--- src/rtl/ram_dp_arbiter.sv ---
// ram_dp_arbiter: shares one dual-port, byte-masked RAM between NUM_REQ requesters.
// Each cycle a round-robin scan from ptr grants up to two requests. The first
// valid requester drives RAM port A and the next one drives port B. Read data
// comes back on the cycle after the accept edge and is routed to the requester
// that issued the read.
//
// Ports
//   clock, reset            single clock; asynchronous active-high reset
//   req_valid/req_ready     per-requester handshake (ready is combinational)
//   req_wen/bwen/addr/wdata per-requester request payload, packed by index
//   rsp_valid/rsp_rdata     per-requester read response (1-cycle pulse)
//   ram_cen                 shared chip enable for the RAM macro
//   ram_*_a / ram_*_b       port A/B controls; ram_dout_* is registered read data

// Response path for one requester. It claims whichever port tag names this lane.
module ram_dp_arbiter_lane #(
  parameter int LANE = 0,
  parameter int IW   = 2,
  parameter int DW   = 32
) (
  input  logic          tag_a_vld_i,
  input  logic [IW-1:0] tag_a_idx_i,
  input  logic          tag_b_vld_i,
  input  logic [IW-1:0] tag_b_idx_i,
  input  logic [DW-1:0] dout_a_i,
  input  logic [DW-1:0] dout_b_i,
  output logic          rsp_valid_o,
  output logic [DW-1:0] rsp_rdata_o
);
  logic hit_a, hit_b;

  assign hit_a       = tag_a_vld_i && (tag_a_idx_i == IW'(LANE));
  assign hit_b       = tag_b_vld_i && (tag_b_idx_i == IW'(LANE));
  assign rsp_valid_o = hit_a | hit_b;
  // A requester wins at most one port per cycle, so both hits are never set together.
  assign rsp_rdata_o = hit_a ? dout_a_i : (hit_b ? dout_b_i : '0);
endmodule

module ram_dp_arbiter #(
  parameter  int NUM_REQ    = 4,
  parameter  int DATA_WIDTH = 32,
  parameter  int DEPTH      = 16,
  localparam int ADDR_WIDTH = $clog2(DEPTH),
  localparam int BWEN_WIDTH = DATA_WIDTH / 8
) (
  input  logic                             clock,
  input  logic                             reset,
  input  logic [NUM_REQ-1:0]               req_valid,
  output logic [NUM_REQ-1:0]               req_ready,
  input  logic [NUM_REQ-1:0]               req_wen,
  input  logic [NUM_REQ*BWEN_WIDTH-1:0]    req_bwen,
  input  logic [NUM_REQ*ADDR_WIDTH-1:0]    req_addr,
  input  logic [NUM_REQ*DATA_WIDTH-1:0]    req_wdata,
  output logic [NUM_REQ-1:0]               rsp_valid,
  output logic [NUM_REQ*DATA_WIDTH-1:0]    rsp_rdata,
  output logic                             ram_cen,
  output logic                             ram_wen_a,
  output logic [BWEN_WIDTH-1:0]            ram_bwen_a,
  output logic [ADDR_WIDTH-1:0]            ram_addr_a,
  output logic [DATA_WIDTH-1:0]            ram_din_a,
  input  logic [DATA_WIDTH-1:0]            ram_dout_a,
  output logic                             ram_wen_b,
  output logic [BWEN_WIDTH-1:0]            ram_bwen_b,
  output logic [ADDR_WIDTH-1:0]            ram_addr_b,
  output logic [DATA_WIDTH-1:0]            ram_din_b,
  input  logic [DATA_WIDTH-1:0]            ram_dout_b
);
  localparam int IW = (NUM_REQ > 1) ? $clog2(NUM_REQ) : 1;

  typedef struct packed {
    logic          vld;
    logic [IW-1:0] idx;
  } tag_t;

  // Indexed views of the flat request buses.
  logic [NUM_REQ-1:0][BWEN_WIDTH-1:0] bwen_v;
  logic [NUM_REQ-1:0][ADDR_WIDTH-1:0] addr_v;
  logic [NUM_REQ-1:0][DATA_WIDTH-1:0] wdata_v;
  logic [NUM_REQ-1:0][DATA_WIDTH-1:0] rdata_v;

  assign bwen_v    = req_bwen;
  assign addr_v    = req_addr;
  assign wdata_v   = req_wdata;
  assign rsp_rdata = rdata_v;

  logic [IW-1:0] ptr_q, ptr_d;
  tag_t          tag_a_q, tag_a_d, tag_b_q, tag_b_d;

  logic          a_found, b_found;
  logic [IW-1:0] a_idx, b_idx, last_idx;
  logic          coll, gnt_a, gnt_b;

  // Round-robin scan starting at ptr: the first two valid requesters win.
  always_comb begin
    int j;
    a_found = 1'b0;
    b_found = 1'b0;
    a_idx   = '0;
    b_idx   = '0;
    j       = 0;
    for (int k = 0; k < NUM_REQ; k++) begin
      j = int'(ptr_q) + k;
      if (j >= NUM_REQ) j = j - NUM_REQ;
      if (req_valid[j]) begin
        if (!a_found) begin
          a_found = 1'b1;
          a_idx   = IW'(j);
        end else if (!b_found) begin
          b_found = 1'b1;
          b_idx   = IW'(j);
        end
      end
    end
  end

  // If the winners hit the same word and either one writes, drop B.
  // No later requester takes B's place this cycle.
  assign coll  = a_found && b_found && (addr_v[a_idx] == addr_v[b_idx]) &&
                 (req_wen[a_idx] || req_wen[b_idx]);
  assign gnt_a = a_found && !reset;
  assign gnt_b = b_found && !coll && !reset;

  always_comb begin
    req_ready = '0;
    if (gnt_a) req_ready[a_idx] = 1'b1;
    if (gnt_b) req_ready[b_idx] = 1'b1;
  end

  // RAM drive; an idle port is forced to all-zero controls.
  assign ram_cen    = gnt_a;  // a B grant always comes with an A grant
  assign ram_wen_a  = gnt_a && req_wen[a_idx];
  assign ram_bwen_a = gnt_a ? bwen_v[a_idx]  : '0;
  assign ram_addr_a = gnt_a ? addr_v[a_idx]  : '0;
  assign ram_din_a  = gnt_a ? wdata_v[a_idx] : '0;
  assign ram_wen_b  = gnt_b && req_wen[b_idx];
  assign ram_bwen_b = gnt_b ? bwen_v[b_idx]  : '0;
  assign ram_addr_b = gnt_b ? addr_v[b_idx]  : '0;
  assign ram_din_b  = gnt_b ? wdata_v[b_idx] : '0;

  // The pointer advances to one past the last requester that was granted.
  always_comb begin
    last_idx = gnt_b ? b_idx : a_idx;
    ptr_d    = ptr_q;
    if (gnt_a)
      ptr_d = (last_idx == IW'(NUM_REQ - 1)) ? '0 : last_idx + IW'(1);
  end

  // Tags make up the one-stage read pipeline: each records who owns the port's dout next cycle.
  assign tag_a_d = '{vld: gnt_a && !req_wen[a_idx], idx: a_idx};
  assign tag_b_d = '{vld: gnt_b && !req_wen[b_idx], idx: b_idx};

  always_ff @(posedge clock or posedge reset) begin
    if (reset) begin
      ptr_q   <= '0;
      tag_a_q <= '0;
      tag_b_q <= '0;
    end else begin
      ptr_q   <= ptr_d;
      tag_a_q <= tag_a_d;
      tag_b_q <= tag_b_d;
    end
  end

  for (genvar i = 0; i < NUM_REQ; i++) begin : g_lane
    ram_dp_arbiter_lane #(
      .LANE (i),
      .IW   (IW),
      .DW   (DATA_WIDTH)
    ) u_lane (
      .tag_a_vld_i (tag_a_q.vld),
      .tag_a_idx_i (tag_a_q.idx),
      .tag_b_vld_i (tag_b_q.vld),
      .tag_b_idx_i (tag_b_q.idx),
      .dout_a_i    (ram_dout_a),
      .dout_b_i    (ram_dout_b),
      .rsp_valid_o (rsp_valid[i]),
      .rsp_rdata_o (rdata_v[i])
    );
  end
endmodule

--- config.mk ---
export PLATFORM = sky130hd
export DESIGN_NAME = ram_dp_arbiter
export DESIGN_NICKNAME = d
export VERILOG_FILES = /design/src/rtl/ram_dp_arbiter.sv
export SDC_FILE = /design/constraint.sdc
export NUM_CORES = 1
export LEC_CHECK = 0
export CAP_MARGIN = 20
export CORE_AREA = 2 2 174 176
export DETAILED_ROUTE_END_ITERATION = 16
export DIE_AREA = 0 0 176 178
export GPL_ROUTABILITY_DRIVEN = 0
export SYNTH_ARGS = -nofsm -noshare
export SYNTH_HDL_FRONTEND = slang
export SYNTH_SLANG_ARGS = --single-unit
--- constraint.sdc ---
create_clock -name clock -period 5.32 [get_ports clock]
set_clock_uncertainty 0.05 [all_clocks]
set_input_delay 0.798 -clock clock [delete_from_list [all_inputs] [get_ports clock]]
set_output_delay 0.798 -clock clock [all_outputs]
set_load 0.03 [all_outputs]
==> flow_summary_export.csv <==
group,metric,value,unit
synth,syn_nets,779,
detailed_routing,wirelength,29910,um
critical_path,cp.arrival,4.36,ns
critical_path,critPathLaunchType,"input port",
power_and_ir_drop,leakagePower,4.385,nW
timing,worstMarginPinSlew,0.5932,ns
power_and_ir_drop,power_density,470.6,mW/mm2
synth,synthTopCellsByArea,"mux4_2 31%, a22o_1 22%, nor2b_1 5.2%",
min_path,hold_class,"reg -> reg",
grt,antenna_found_initial,2,
timing,maxSlewViolCount,0,
grt,overflow,0,
power_and_ir_drop,ir_drop,0.0005311,V
die,core.rowCount,63,
place,dp_slack,-0.07913,ns
cts,cts_tree,"built",
cts,clk_pin_slew,0.03,ns
die,die_h,178,um
synth,synth_flop_cell,"dfrtp_1",
timing,finalSetupViolations,0,
critical_path,required,4.47,ns
grt,grt_max_degree,38,
detailed_routing,vias,6858,
timing,fmax,192.1,MHz
power_and_ir_drop,power.total,4.911,mW
cts,numClockSinks,8,
detailed_routing,postRouteAntennaNets,0,
synth,yosysTopAreaCellShare,31.40,%
synth,syn_avg_cell_area,9.510,um2
die,die_w,176,um
die,start_util,17.56,%
timing,finalHoldViolCount,0,
timing,min_period,5.205,ns
timing,setup-tns-final,0,ns
timing,slew-limit-headroom,60.45,%
place,port-buffer-count,452,
timing,rsz0062_at_grt,"yes",
detailed_routing,drc,0,
grt,track_usage,17.44,%
flow_run,max-cap-violations,0,
detailed_routing,drtIter0Drc,295,
synth,synth_common_cells,"131 x a22o_1, 72 x mux4_2, 43 x nor2b_1, 40 x and2_1, 38 x clkbuf_1",
critical_path,critical_path_class,"in -> out",
layout,drive_above_1_share,21.12,%
cts,cts_buffer_depth,2,
critical_path,end_kind,"output pin",
synth,yosysSeqAreaShare,3.877,%
die,io_pins,453,
grt,grt_pass1_vias,6832,
cts,numCtsBuffers,3,
die,die_area,0.03133,mm2
layout,area_delta_synth_final,102.1,%
detailed_routing,first_pass_iters,4,
cts,htree_levels,1,
synth,synth-seq-cells,8,
critical_path,worstPathMaxFanout,9,
cts,clk_latency,0.23,ns
synth,ys_async_sr_fraction,100.0,%
timing,timing.final.ws_setup,0.1146,ns
synth,ys_warn_count,0,
place,hpwl,23730,um
status,run_status,"complete, no violations",
layout,nets,1218,
synth,synth_top_cell_by_area,"mux4_2",
layout,fillers,2976,
layout,final_util,35.50,%
die,core_area,0.02940,mm2
synth,synth_edf_count,0,
timing,period_share,97.85,%
synth,ys_types,68,
detailed_routing,post_drt_wl_per_cell,21.80,um
synth,yosysMostFrequentCell,"a22o_1",
timing,fin_hold_ws,0.8075,ns
cts,clock_tree.root_cell,"clkbuf_16",
detailed_routing,routed_via_density,4.999,
synth,syn-cell-area,0.005164,mm2
grt,grt_pass1_wl,42340,um
synth,synth_cells,543,
-- cell usage in the layout (no fill, tap or decap), types with 6 or more instances in the layout --
cell,netlist,final
mux2i_1,22,18
buf_4,7,80
nand3_1,11,11
and3_1,6,6
and2_1,40,40
nor2b_1,43,43
a21oi_1,9,9
a22o_1,131,131
nand2b_1,7,7
dfrtp_1,8,8
clkdlybuf4s50_1,0,371
inv_1,6,6
nor2_1,19,13
dlymetal6s2s_1,0,41
mux4_2,72,72
o21ai_0,10,10
nand2_1,12,12
-- metrics by stage --
stage / cell area (um2) / cells
global placement: 10160 / 1363
global route: 10440 / 1372
CTS: 10240 / 1367
detailed placement: 10160 / 1363
finish: 10440 / 1372
floorplan: 5164 / 543
-- path summary, 6_finish.rpt --
kind	startpoint	end	slack [ns]	cells after the start
setup reg to reg	ptr_q[1]$_DFFE_PP0P_	ptr_q[0]$_DFFE_PP0P_	1.83	15
max in group asynchronous	reset	tag_a_q[1]$_DFF_PP0_	4.12	2
hold reg to reg	ptr_q[0]$_DFFE_PP0P_	ptr_q[0]$_DFFE_PP0P_	0.81	3
min in group asynchronous	reset	ptr_q[0]$_DFFE_PP0P_	0.88	2
setup / recovery	req_valid[0]	ram_addr_b[1]	0.11	15
hold / removal	ptr_q[0]$_DFFE_PP0P_	ptr_q[0]$_DFFE_PP0P_	0.81	3
-- critical path: stages --
cell	delay [ns]
clkdlybuf4s50_1	0.48
buf_4	0.17
buf_4	0.16
nand3b_1	0.13
nor4_1	0.06
or3_2	0.57
o21ai_4	0.24
nand2_4	0.07
inv_2	0.10
mux2i_2	0.26
xnor2_1	0.10
a41o_2	0.28
buf_12	0.15
nor2_1	0.10
clkdlybuf4s50_1	0.68
-- what timing repair did --
action / 4_1_cts / 5_1_grt
endpoints found under the setup margin: 29 / 56
hold buffers: 0 / 0
gates resized for setup: 6 / 54
pin swaps: 1 / 1
buffers inserted: 1 / 3
cloned: 0 / 1
-- state kept, by name, indices dropped and copies added (netlist names) --
register	cells
ptr_q	2
tag_a_q	3
tag_b_q	3
-- report_power, final --
group	total [mW]	internal, mW	switching, mW
combinational	4.67	2.22	2.45
clock	0.122	0.0965	0.0257
sequential	0.118	0.0883	0.0293
total	4.91	2.41	2.50
-- final cells by class --
class	instances	area (um2)	area share [%]
multi-input combinational	456	4634	44.41
timing repair buffer	505	5004	47.94
sequential	8	200.2	1.918
antenna	2	5.005	0.04796
clock buffer	3	75.07	0.7193
inverter	8	30.03	0.2877
tap	390	488.0	4.676
-- routing by layer --
layer | share of wire, % | routed length [um] | GRT usage (%) | vias up
met1 | 38 | 11270 | 20.76 | 3350
met2 | 51 | 15130 | 31.05 | 384
met5 | 0 | 0 | 0 | -
met3 | 9.4 | 2817 | 4.710 | 23
met4 | 2.3 | 686 | 4.477 | 0
li1 | - | - | - | 3101
-- cells by family (layout without fill, tap and decap cells) --
logic type | count (synthesis) | after routing | synth area share (%)
buffers and inverters | 79 | 516 | 8.020
AOI/OAI and AO/OA | 189 | 189 | 31.72
muxes | 97 | 97 | 36.44
DFF | 8 | 8 | 3.877
xor gates and xnor gates | 5 | 5 | 0.8480
adders and majority gates | 3 | 3 | 0.7026
and+or+nand+nor | 162 | 162 | 18.39
other | 0 | 2 | 0
(Power assumes the default switching activity.)
